<file path="config.mk">
export PLATFORM = sky130hd
export DESIGN_NAME = temp_stats_display
export DESIGN_NICKNAME = d
export VERILOG_FILES = /design/src/rtl/temp_disp_pkg.sv /design/src/rtl/temp_avg_window.sv /design/src/rtl/temp_stats_display.sv
export SDC_FILE = /design/constraint.sdc
export NUM_CORES = 1
export LEC_CHECK = 0
export ABC_AREA = 1
export ABC_CLOCK_PERIOD_IN_PS = 4000
export BUFFER_PORTS_ARGS = -buffer_cell sky130_fd_sc_hd__buf_2
export CAP_MARGIN = 20
export CORE_AREA = 2 2 179 181
export DETAILED_ROUTE_END_ITERATION = 8
export DIE_AREA = 0 0 181 183
export GPL_TIMING_DRIVEN = 1
export PLACE_DENSITY = 0.58
export SLEW_MARGIN = 20
export SYNTH_ARGS = -nofsm -noshare
export SYNTH_HDL_FRONTEND = slang
export SYNTH_SLANG_ARGS = --single-unit
</file>
<file path="constraint.sdc">
create_clock -name clk -period 4 [get_ports clk]
set_input_delay 0.6 -clock clk [delete_from_list [all_inputs] [get_ports clk]]
set_output_delay 0.6 -clock clk [all_outputs]
set_load 0.05 [all_outputs]
</file>
<file path="src/rtl/temp_disp_pkg.sv">
// Shared display-mode type and mode sequencing for the temperature display path.
package temp_disp_pkg;

  typedef enum logic [1:0] {
    CUR = 2'd0,
    MIN = 2'd1,
    MAX = 2'd2,
    AVG = 2'd3
  } mode_t;

  function automatic mode_t next_mode(input mode_t m);
    case (m)
      CUR:     next_mode = MIN;
      MIN:     next_mode = MAX;
      MAX:     next_mode = AVG;
      default: next_mode = CUR;
    endcase
  endfunction

endpackage

</file>
<file path="src/rtl/temp_avg_window.sv">
// Moving-average window: sample RAM, write pointer and running sum.
// avg is the next-state average, i.e. it already includes a sample accepted this cycle.
module temp_avg_window
  import temp_disp_pkg::*;
#(
  parameter int W        = 13,
  parameter int AVG_LOG2 = 3
) (
  input  logic                clk,
  input  logic                rst,
  input  logic                acc,
  input  logic                seed,
  input  logic signed [W-1:0] src,
  output logic signed [W-1:0] avg
);

  localparam int DEPTH = 1 << AVG_LOG2;
  localparam int SW    = W + AVG_LOG2;

  logic signed [W-1:0]  win_p0 [DEPTH];
  logic [AVG_LOG2-1:0]  wp_p0;
  logic signed [SW-1:0] sum_p0;
  logic signed [SW-1:0] sum_nxt;
  logic signed [SW-1:0] src_ext;

  always_comb begin
    src_ext = SW'(src);
    sum_nxt = sum_p0;
    if (acc) begin
      // Seeding fills every slot with src, so the sum is src scaled by the depth.
      if (seed) sum_nxt = src_ext <<< AVG_LOG2;
      else      sum_nxt = sum_p0 + src_ext - SW'(win_p0[wp_p0]);
    end
    avg = W'(sum_nxt >>> AVG_LOG2);
  end

  // Stage p0: window contents, pointer and running sum
  always_ff @(posedge clk) begin
    if (rst) begin
      sum_p0 <= '0;
      wp_p0  <= '0;
      for (int i = 0; i < DEPTH; i++) win_p0[i] <= '0;
    end else if (acc) begin
      sum_p0 <= sum_nxt;
      if (seed) begin
        wp_p0 <= '0;
        for (int i = 0; i < DEPTH; i++) win_p0[i] <= src;
      end else begin
        win_p0[wp_p0] <= src;
        wp_p0         <= wp_p0 + 1'b1;
      end
    end
  end

endmodule

</file>
<file path="src/rtl/temp_stats_display.sv">
// Temperature statistics stage: current/min/max/moving-average with a display-mode
// selector, registered display value and a stale-data timeout.
module temp_stats_display
  import temp_disp_pkg::*;
#(
  parameter int W              = 13,
  parameter int FRAC_BITS      = 4,
  parameter int AVG_LOG2       = 3,
  parameter int TIMEOUT_CYCLES = 100000000
) (
  input  logic                clk,
  input  logic                rst,
  input  logic                sample_valid,
  input  logic signed [W-1:0] sample,
  input  logic                test_enb,
  input  logic                test_stb,
  input  logic signed [W-1:0] test_val,
  input  logic                mode_btn,
  input  logic                clr_minmax,
  output logic signed [W-1:0] disp_val,
  output mode_t               disp_mode,
  output logic                disp_valid,
  output logic                stale
);

  localparam int CW = $clog2(TIMEOUT_CYCLES + 1);
  localparam logic [CW-1:0] TMAX = CW'(TIMEOUT_CYCLES);

  if (AVG_LOG2 < 1 || AVG_LOG2 > 6 || FRAC_BITS >= W) begin : g_bad_param
    $error("temp_stats_display: unsupported AVG_LOG2/FRAC_BITS");
  end

  logic                acc;
  logic signed [W-1:0] src;
  logic signed [W-1:0] avg;
  logic                seeded_p0;
  logic signed [W-1:0] cur_p0, min_p0, max_p0;
  logic signed [W-1:0] cur_nxt, min_nxt, max_nxt, sel, disp_nxt;
  mode_t               mode_p0, mode_nxt;
  logic [CW-1:0]       cnt_p0, cnt_nxt;

  temp_avg_window #(
    .W        (W),
    .AVG_LOG2 (AVG_LOG2)
  ) u_avg (
    .clk  (clk),
    .rst  (rst),
    .acc  (acc),
    .seed (!seeded_p0),
    .src  (src),
    .avg  (avg)
  );

  always_comb begin
    acc     = test_enb ? test_stb : sample_valid;
    src     = test_enb ? test_val : sample;
    cur_nxt = cur_p0;
    min_nxt = min_p0;
    max_nxt = max_p0;
    if (acc) begin
      cur_nxt = src;
      if (!seeded_p0 || clr_minmax) begin
        min_nxt = src;
        max_nxt = src;
      end else begin
        if (src < min_p0) min_nxt = src;
        if (src > max_p0) max_nxt = src;
      end
    end else if (clr_minmax && seeded_p0) begin
      min_nxt = cur_p0;
      max_nxt = cur_p0;
    end

    mode_nxt = mode_btn ? next_mode(mode_p0) : mode_p0;
    sel      = cur_nxt;
    case (mode_nxt)
      MIN:     sel = min_nxt;
      MAX:     sel = max_nxt;
      AVG:     sel = avg;
      default: sel = cur_nxt;
    endcase
    disp_nxt = (seeded_p0 || acc) ? sel : '0;

    // Saturating idle counter; any accepted sample restarts it.
    if (acc)                cnt_nxt = '0;
    else if (cnt_p0 >= TMAX) cnt_nxt = cnt_p0;
    else                    cnt_nxt = cnt_p0 + 1'b1;
  end

  // Stage p0: statistics, mode, timeout; display register follows from next-state values
  always_ff @(posedge clk) begin
    if (rst) begin
      seeded_p0  <= 1'b0;
      cur_p0     <= '0;
      min_p0     <= '0;
      max_p0     <= '0;
      mode_p0    <= CUR;
      cnt_p0     <= '0;
      stale      <= 1'b0;
      disp_val   <= '0;
      disp_valid <= 1'b0;
    end else begin
      seeded_p0  <= seeded_p0 | acc;
      cur_p0     <= cur_nxt;
      min_p0     <= min_nxt;
      max_p0     <= max_nxt;
      mode_p0    <= mode_nxt;
      cnt_p0     <= cnt_nxt;
      stale      <= (cnt_nxt >= TMAX);
      disp_val   <= disp_nxt;
      disp_valid <= seeded_p0 | acc;
    end
  end

  assign disp_mode = mode_p0;

endmodule

</file>
==> results of run 1 <==
area by class of cell:
| type | count | share of cell area, % |
|---|---|---|
| Timing Repair Buffer | 94 | 4.701 |
| Clock buffer | 35 | 4.960 |
| Sequential cell | 209 | 37.33 |
| Inverter | 190 | 5.094 |
| Tap cell | 402 | 3.593 |
| Multi-Input combinational cell | 1197 | 43.44 |
| Clock inverter | 9 | 0.8759 |
flip-flops by register name, indices dropped and copies added (netlist names), 2 cells and up, named ones only:
name,flops
cnt_p0,27
cur_p0,13
disp_mode,2
disp_val,13
max_p0,13
min_p0,13
u_avg.sum_p0,16
u_avg.win_p0,104
u_avg.wp_p0,3
cell usage in the layout, fill, tap and decap left out, types with 5 or more instances in the layout:
cell       instances
nand2_1          366
nor2_1           311
inv_1            179
o21ai_0          126
dfxtp_1          104
edfxtp_1         104
a21oi_1           79
nand3_1           73
buf_2             48
ha_1              47
buf_4             41
clkbuf_16         27
o21ai_1           24
nand4_1           20
o22ai_1           16
fa_1              15
or2_2             12
a22oi_1           12
a31oi_1           11
nor3_1            11
xor2_1            10
nand2_2            8
nor2_2             8
inv_2              7
nand3_2            7
clkbuf_1           6
clkinv_1           5
a211oi_1           5
xnor2_1            5
stage by stage:
step | setup WS (ps) | utilization, % | hold WS, ps
global route | 36.97 | 44.83 | 441.6
floorplan | 560.9 | - | 452.4
global placement | 268.6 | 41.96 | 476.9
CTS | 183.3 | 44.60 | 411.0
finish | 327.3 | 44.83 | 410.5
detailed placement | 211.1 | 41.99 | 482.2
path summary, 6_finish.rpt:
path | from | endpoint | cells after the start
setup / recovery | register | disp_val[3] | 21
hold / removal | mode_btn | disp_mode[1] | 3
setup reg to reg | register | disp_val[3] | 21
hold reg to reg | cnt_p0[5] | cnt_p0[5] | 1
worst max-delay path: cells and delay by family, from the launching register on:
kind / cells / cell delay, ps
fa+ha+maj: 3 / 840
simple gates: 5 / 540
buf+inv: 6 / 670
flops: 1 / 370
compound gates: 7 / 1200
cells by family after synthesis:
logic type / synth area share, %
flops: 42.28
xor+xnor: 1.063
simple gates: 27.74
buf+inv: 8.728
compound gates: 12.99
fa+ha+maj: 7.189
per-layer routing:
layer	global-route usage [%]	vias to the layer above	part of all wire (%)
met3	2.601	50	6.2
li1	-	5544	-
met5	0	-	0
met1	30.55	5126	47
met4	5.106	0	2.1
met2	34.45	355	44
power breakdown:
| group | total, W | internal [W] | switching, W |
|---|---|---|---|
| clock network | 0.00230 | 0.00140 | 0.000905 |
| logic | 0.00171 | 0.000566 | 0.00115 |
| registers | 0.00251 | 0.00245 | 0.0000671 |
==> results.json, run 1 <==
{
  "drt-total-wl_um": 35370,
  "crit_type": "register to register",
  "async_flop_share_pct": 0,
  "r2r_setup_slack_ps": 330,
  "cts_tree": "yes",
  "drtPass1Iterations": 6,
  "post_cts_buffers": 0,
  "dpl_cell_area_um2": 13110,
  "multi_input_area_um2": 6082,
  "fin_nets": 1811,
  "design_area_um2": 14000,
  "setup.worst_path.start_class": "register",
  "initial_core_util_pct": 39.57,
  "synth_edf_count": 104,
  "io_buffers": 49,
  "crit_chain": "inv_2, buf_12, o21ai_0, o22ai_1, nor2_1, a31oi_1, ha_1, inv_1, ha_1, inv_1, fa_1, nand3b_1, nand2_1, a21boi_1, inv_1, nor2_1, o31ai_1, inv_1, o21ai_0, nand2_1, a21oi_1",
  "ant_nets": 0,
  "clk_pin_slew_ps": 60,
  "drcViolationCount": 0,
  "fin_skew_ps": 15.35,
  "synth_top_area_share_pct": 25.27,
  "synth.most_common_cell": "nand2_1",
  "synth_common_cells": "366 x nand2_1, 311 x nor2_1, 181 x inv_1, 141 x o21ai_0, 105 x dfxtp_1",
  "drv_cap": 0,
  "core_um2": 31230,
  "hp-class": "input pin to register",
  "grt_usage_pct": 21.32,
  "clkLatencyLatePin_ps": 530,
  "wl_per_cell_um": 16.56,
  "p_leak_nw": 6.085,
  "setup_tns_ps": 0,
  "drv_slew": 0,
  "h-tree-depth": 1,
  "grt_pass1_vias": 10730,
  "grt_setup_unrepaired": "no",
  "dp_cells": 2090,
  "rows": 65,
  "drive_above_1_share_pct": 10.84,
  "crit_required_ps": 4450,
  "regArea_um2": 5226,
  "fp.dieArea_um2": 33120,
  "cts_hold_buf": 0,
  "cts-root-buf": "clkbuf_16",
  "relSlewSlack_pct": 31.06,
  "ys_ff_latch": 209,
  "peakVddDrop_uv": 282.1,
  "yosys_warnings": 0,
  "ios": 50,
  "die_h_um": 183,
  "status": "completed",
  "ys.flop_type": "dfxtp_1",
  "path_max_fanout": 26,
  "setup_viol": 0,
  "hold_viol": 0,
  "n_fill_cell": 3250,
  "yosysUniqueCellTypes": 44,
  "gp_congestion": 0.9189,
  "fmax_ghz": 0.2723,
  "vias": 11080,
  "max_stage_delay_ps": 400,
  "syn_nets": 1770,
  "hpwl_um": 25070,
  "cp_common_cell": "inv_1",
  "layoutNonFillerInstCount": 2136,
  "grt_max_degree": 65,
  "post_cts_resized": 0,
  "netlist_top_cells_area": "edfxtp_1 25%, dfxtp_1 17%, nand2_1 11%",
  "overflow": 0,
  "synth_cells": 1675,
  "clock_sinks": 209,
  "cts-buffers-inserted": 24,
  "avgSynthCellArea_um2": 7.377,
  "arrival_ps": 4130,
  "antenna_found_initial": 0,
  "area_growth_pct": 13.30,
  "syn_area_um2": 12360,
  "antenna_cells": 0,
  "finalCritPeriodShare_pct": 91.82,
  "die_x_um": 181,
  "drt_iter0_drc": 937,
  "seq_area_frac_synth_pct": 42.28,
  "worst_pin_slew_ps": 1033,
  "slowest_stage": "fa_1",
  "fin_total_pwr_w": 0.006526,
  "finalCriticalPeriod_ps": 3673,
  "post_drt_via_cell_ratio": 5.185,
  "power_density_nw_per_um2": 466.2,
  "grt_first_pass_wirelength_um": 57010,
  "yosysTopAreaCell": "edfxtp_1",
  "cts.path.max_buffers": 3,
  "worst_setup_path_end_kind": "register"
}
(Power assumes the default switching activity.)
==> run 2, diff against run 1 <==
--- a/config.mk
+++ b/config.mk
@@ -14,6 +14,7 @@
 export DIE_AREA = 0 0 181 183
 export GPL_TIMING_DRIVEN = 1
 export PLACE_DENSITY = 0.58
+export REMOVE_ABC_BUFFERS = 1
 export SLEW_MARGIN = 20
 export SYNTH_ARGS = -nofsm -noshare
 export SYNTH_HDL_FRONTEND = slang
==> run 2 against run 1 <==
Worst hold slack better by 81 ps. Clock power hardly changed. Cell count is 0.28% higher. Final area is 0.20% lower. Largest power group unchanged. Setup slack worse by 36 ps. Power is 0.64% lower. Clock skew is 19 ps higher. Critical path depth is 4 lower.
==> results.json, run 2 (synthesis gave the netlist of run 1 again) <==
{
  "path_max_fanout": 52,
  "drive_above_1_share_pct": 10.71,
  "grt_max_degree": 66,
  "seqPwrFrac_pct": 38.8,
  "drcViolationCount": 0,
  "drt-total-wl_um": 34980,
  "h-tree-depth": 1,
  "gp_congestion": 0.8988,
  "io_buffers": 49,
  "largest_reg_flops": 104,
  "crit_chain": "buf_12, o21ai_0, o22ai_1, nor2_1, a31oi_1, fa_1, fa_1, nand3b_1, nand2_1, a21boi_1, inv_1, nor2_1, o31ai_1, inv_1, o21ai_0, nand2_1, a21oi_1",
  "ant_nets": 0,
  "status": "completed",
  "cts_tree": "yes",
  "area_growth_pct": 13.07,
  "grt_usage_pct": 21.20,
  "antenna_found_initial": 4,
  "fp.dieArea_um2": 33120,
  "highest_layer": "met4",
  "fin_nets": 1813,
  "layout_common_cells": "366 x nand2_1, 310 x nor2_1, 181 x inv_1, 130 x o21ai_0, 105 x dfxtp_1",
  "clkLatencyLatePin_ps": 550,
  "drv_cap": 0,
  "setup.worst_path.start_class": "register",
  "hp-class": "register to register",
  "grt_setup_unrepaired": "no",
  "post_cts_buffers": 0,
  "worst_pin_slew_ps": 966.7,
  "worst_slack_ps": 291.0,
  "grt_pass1_vias": 10630,
  "crit_required_ps": 4460,
  "p_comb_share_pct": 26.2,
  "drv_slew": 0,
  "crit_family": "compound AO/OA/AOI/OAI gates",
  "power_density_nw_per_um2": 464.1,
  "layout_commonest_cell": "nand2_1",
  "p_int_w": 0.004371,
  "p_switching_w": 0.002113,
  "relSlewSlack_pct": 35.49,
  "top_register": "u_avg.win_p0",
  "clkPwrFrac_pct": 35.1,
  "drtPass1Iterations": 5,
  "hold_viol": 0,
  "cts-root-buf": "clkbuf_16",
  "path_buf_inv": 3,
  "post_cts_resized": 0,
  "fmax_ghz": 0.2696,
  "wl_met2_um": 15890,
  "post_drt_via_cell_ratio": 5.164,
  "core_um2": 31230,
  "swShare_pct": 32.59,
  "reg_top3": "u_avg.win_p0 (104), cnt_p0 (27), u_avg.sum_p0 (16)",
  "cts_hold_buf": 0,
  "worst_setup_path_end_kind": "register",
  "vias": 11060,
  "place_ws_ps": 115.2,
  "crit_type": "register to register",
  "initial_core_util_pct": 39.57,
  "peakVddDrop_uv": 473.1,
  "die_x_um": 181,
  "wl_per_cell_um": 16.33,
  "r2r_setup_slack_ps": 290,
  "finalCriticalPeriod_ps": 3709,
  "clock_sinks": 209,
  "die_h_um": 183,
  "hpwl_um": 25320,
  "clk_pin_slew_ps": 70,
  "overflow": 0,
  "max_stage_delay_ps": 520,
  "p_leak_nw": 6.069,
  "final_util_pct": 44.74,
  "fin_skew_ps": 34.51,
  "arrival_ps": 4170,
  "grt_first_pass_wirelength_um": 56320,
  "slowest_stage": "fa_1",
  "drt_iter0_drc": 781,
  "setup_tns_ps": 0,
  "rows": 65,
  "wl_met1_um": 16580,
  "n_fill_cell": 3196,
  "wl_met3_um": 1674,
  "finalCritPeriodShare_pct": 92.72,
  "cts.path.max_buffers": 3,
  "ios": 50,
  "cts-buffers-inserted": 26,
  "setup_viol": 0
}
==> run 2: tightest hold or removal path: stages (launching register included) <==
cell	delay (ps)
dfxtp_1	290
inv_1	70
o21ai_0	80
==> run 2: power groups by stage <==
stage	logic, W	registers, W	clock network (W)
2_1_floorplan	0.00111	0.00261	0
3_3_place_gp	0.00167	0.00255	0
3_5_place_dp	0.00168	0.00256	0
4_1_cts	0.00169	0.00251	0.00231
5_1_grt	0.00192	0.00253	0.00239
6_report	0.00170	0.00251	0.00227
==> run 2: layout make-up <==
| type | instances | area, um2 | area share (%) |
|---|---|---|---|
| diodes | 4 | 10.01 | 0.07164 |
| clock buffers | 34 | 701.9 | 5.024 |
| clock inverters | 12 | 111.4 | 0.7970 |
| inverters | 190 | 713.2 | 5.104 |
| multi-input cells | 1197 | 6085 | 43.55 |
| flip-flops and latches | 209 | 5225 | 37.40 |
| well taps | 402 | 503.0 | 3.600 |
| repair buffers | 94 | 623.1 | 4.460 |
==> run 2: metrics by stage <==
| step | cells | hold slack, ps | area [um2] | total power (W) |
|---|---|---|---|---|
| 6_report | 2142 | 491.7 | 13970 | 0.006484 |
| 5_1_grt | 2142 | 499.2 | 13970 | 0.006844 |
| 4_1_cts | 2138 | 478.6 | 13940 | 0.006519 |
| 3_5_place_dp | 2092 | 486.1 | 13130 | 0.004236 |
| 3_3_place_gp | 2092 | 479.2 | 13130 | 0.004219 |
| 2_1_floorplan | 1596 | 450.5 | 11990 | 0.003716 |
==> run 2: final timing paths <==
check	start	to	depth (start not counted)
setup / recovery	register	disp_val[3]	17
hold / removal	u_avg.sum_p0[0]	u_avg.sum_p0[0]	2
setup reg to reg	register	disp_val[3]	17
hold reg to reg	u_avg.sum_p0[0]	u_avg.sum_p0[0]	2
==> run 2: metal layers <==
metal,vias to the layer above,track usage (%)
met3,52,1.946
met5,-,0
met4,0,6.341
met2,313,35.63
li1,5550,-
met1,5146,29.17
==> run 3, diff against run 2 <==
--- a/config.mk
+++ b/config.mk
@@ -10,6 +10,7 @@
 export BUFFER_PORTS_ARGS = -buffer_cell sky130_fd_sc_hd__buf_2
 export CAP_MARGIN = 20
 export CORE_AREA = 2 2 179 181
+export CTS_BUF_LIST = sky130_fd_sc_hd__clkbuf_8
 export DETAILED_ROUTE_END_ITERATION = 8
 export DIE_AREA = 0 0 181 183
 export GPL_TIMING_DRIVEN = 1
==> run 3 against run 2 <==
Register-to-register slack is essentially flat. Critical path depth grew 3. Combinational power is essentially flat. Cell count grew 1.1%. Sequential cell count is the same. Core utilization shrank 0.25 points. Power shrank 4.8%. Clock skew shrank 14 ps. Die area is the same. Clock power shrank 14%. Global-route usage grew 0.12 points. Setup slack lost 5.4 ps. Critical path type unchanged. Critical endpoint unchanged. Largest power group unchanged.
==> results.json, run 3 (synthesis gave the netlist of run 1 again) <==
{
  "status": "completed",
  "die_h_um": 183,
  "drive_above_1_share_pct": 11.54,
  "overflow": 0,
  "grt_setup_unrepaired": "no",
  "post_drt_via_cell_ratio": 5.127,
  "clock_sinks": 209,
  "cts-root-buf": "clkbuf_8",
  "hp-class": "register to register",
  "initial_core_util_pct": 39.57,
  "setup.worst_path.start_class": "register",
  "post_cts_buffers": 0,
  "fmax_ghz": 0.2692,
  "p_leak_nw": 6.086,
  "drt-total-wl_um": 35000,
  "cts_hold_buf": 0,
  "top_register": "u_avg.win_p0",
  "setup_viol": 0,
  "regArea_um2": 5225,
  "antenna_found_initial": 4,
  "fin_skew_ps": 20.99,
  "peakVddDrop_uv": 255.8,
  "drv_slew": 0,
  "hold_viol": 0,
  "swShare_pct": 34.36,
  "finalCritPeriodShare_pct": 92.86,
  "grt_pass1_vias": 10690,
  "dpl_cell_area_um2": 13130,
  "grt_usage_pct": 21.32,
  "fp.dieArea_um2": 33120,
  "p_int_w": 0.004050,
  "hpwl_um": 25320,
  "place_ws_ps": 115.2,
  "clk_pin_slew_ps": 60,
  "core_um2": 31230,
  "layout_common_cells": "366 x nand2_1, 310 x nor2_1, 193 x inv_1, 130 x o21ai_0, 105 x dfxtp_1",
  "relSlewSlack_pct": 33.49,
  "fin_nets": 1826,
  "seqPwrFrac_pct": 40.7,
  "worst_setup_path_end_kind": "register",
  "p_comb_share_pct": 27.6,
  "grt_first_pass_wirelength_um": 56430,
  "area_growth_pct": 12.43,
  "rows": 65,
  "ios": 50,
  "setup_tns_ps": 0,
  "wl_per_cell_um": 16.16,
  "clkLatencyLatePin_ps": 540,
  "drv_cap": 0,
  "path_max_fanout": 52,
  "r2r_setup_slack_ps": 290,
  "h-tree-depth": 2,
  "power_density_nw_per_um2": 444.2,
  "ant_nets": 0,
  "io_buffers": 49,
  "p_switching_w": 0.002120,
  "worst_slack_ps": 285.7,
  "cts.path.max_buffers": 3,
  "crit_required_ps": 4460,
  "n_fill_cell": 3228,
  "clkPwrFrac_pct": 31.7,
  "largest_reg_flops": 104,
  "finalCriticalPeriod_ps": 3714,
  "grt_max_degree": 66,
  "multi_input_area_um2": 6096,
  "drtPass1Iterations": 8,
  "die_x_um": 181,
  "vias": 11100,
  "worst_pin_slew_ps": 996.5,
  "cts_tree": "yes",
  "cts-buffers-inserted": 39,
  "drt_iter0_drc": 724,
  "reg_top3": "u_avg.win_p0 (104), cnt_p0 (27), u_avg.sum_p0 (16)",
  "crit_type": "register to register",
  "drcViolationCount": 0,
  "design_area_um2": 13890,
  "layout_commonest_cell": "nand2_1",
  "arrival_ps": 4170,
  "gp_congestion": 0.8988
}
==> run 3: cell types whose count changed in the layout (fill, tap and decap cells not counted), sizes merged <==
| cell | change |
|---|---|
| clkbuf | +8 |
| inv | +12 |
| clkinv | +3 |
| bufinv | -1 |
| clkinvlp | +1 |
==> run 3: timing repair <==
| item | in CTS | in global routing |
|---|---|---|
| endpoints found under the hold margin | 0 | 0 |
| resized for setup | 0 | 9 |
| setup endpoints to repair | 0 | 8 |
==> run 3: critical path, stage by stage, from the launching register on <==
cell and delay [ps]:
dfxtp_1 370, buf_12 250, o21ai_0 130, o22ai_1 230, nor2_1 80, a31oi_2 260, ha_1 280, inv_1 50
ha_1 160, inv_1 60, fa_1 390, nand3b_1 180, nand2_1 160, a21boi_1 120, inv_1 120, nor2_1 60
o31ai_1 210, inv_1 80, o21ai_0 170, nand2_1 70, a21oi_1 200
==> run 3: path summary, 6_finish.rpt <==
path,from,end,cells past startpoint
worst min register to register,u_avg.sum_p0[0],u_avg.sum_p0[0],2
worst max register to register,register,disp_val[3],20
worst max-delay path,register,disp_val[3],20
worst min-delay path,u_avg.sum_p0[0],u_avg.sum_p0[0],2
==> run 3: layout make-up <==
| type | count | share of cell area, % |
|---|---|---|
| inverters | 190 | 5.133 |
| repair buffers | 94 | 4.485 |
| well taps | 402 | 3.620 |
| clock inverters | 27 | 1.045 |
| clock buffers | 42 | 4.161 |
| flip-flops and latches | 209 | 37.61 |
| multi-input cells | 1197 | 43.88 |
| diodes | 4 | 0.07205 |
==> run 3: power by group through the flow <==
stage	Sequential (W)	Combinational [W]	Clock, W
3_5_place_dp	0.00256	0.00168	0
4_1_cts	0.00251	0.00169	0.00202
3_3_place_gp	0.00255	0.00167	0
2_1_floorplan	0.00261	0.00111	0
5_1_grt	0.00253	0.00193	0.00210
6_report	0.00251	0.00170	0.00196
==> run 3: metrics by stage <==
step,hold WS (ps),power [W],utilization [%],cells
6_report,492.7,0.006171,44.49,2165
5_1_grt,498.6,0.006558,44.49,2165
4_1_cts,465.9,0.006222,44.35,2161
3_5_place_dp,486.1,0.004236,42.04,2092
3_3_place_gp,479.2,0.004219,42.04,2092
2_1_floorplan,450.5,0.003716,-,1596
==> run 3: per-layer routing <==
layer | wire (um) | GRT usage, %
met3 | 1861 | 2.661
met4 | 773 | 7.415
met5 | 0 | 0
met1 | 16360 | 29.06
met2 | 16000 | 35.14
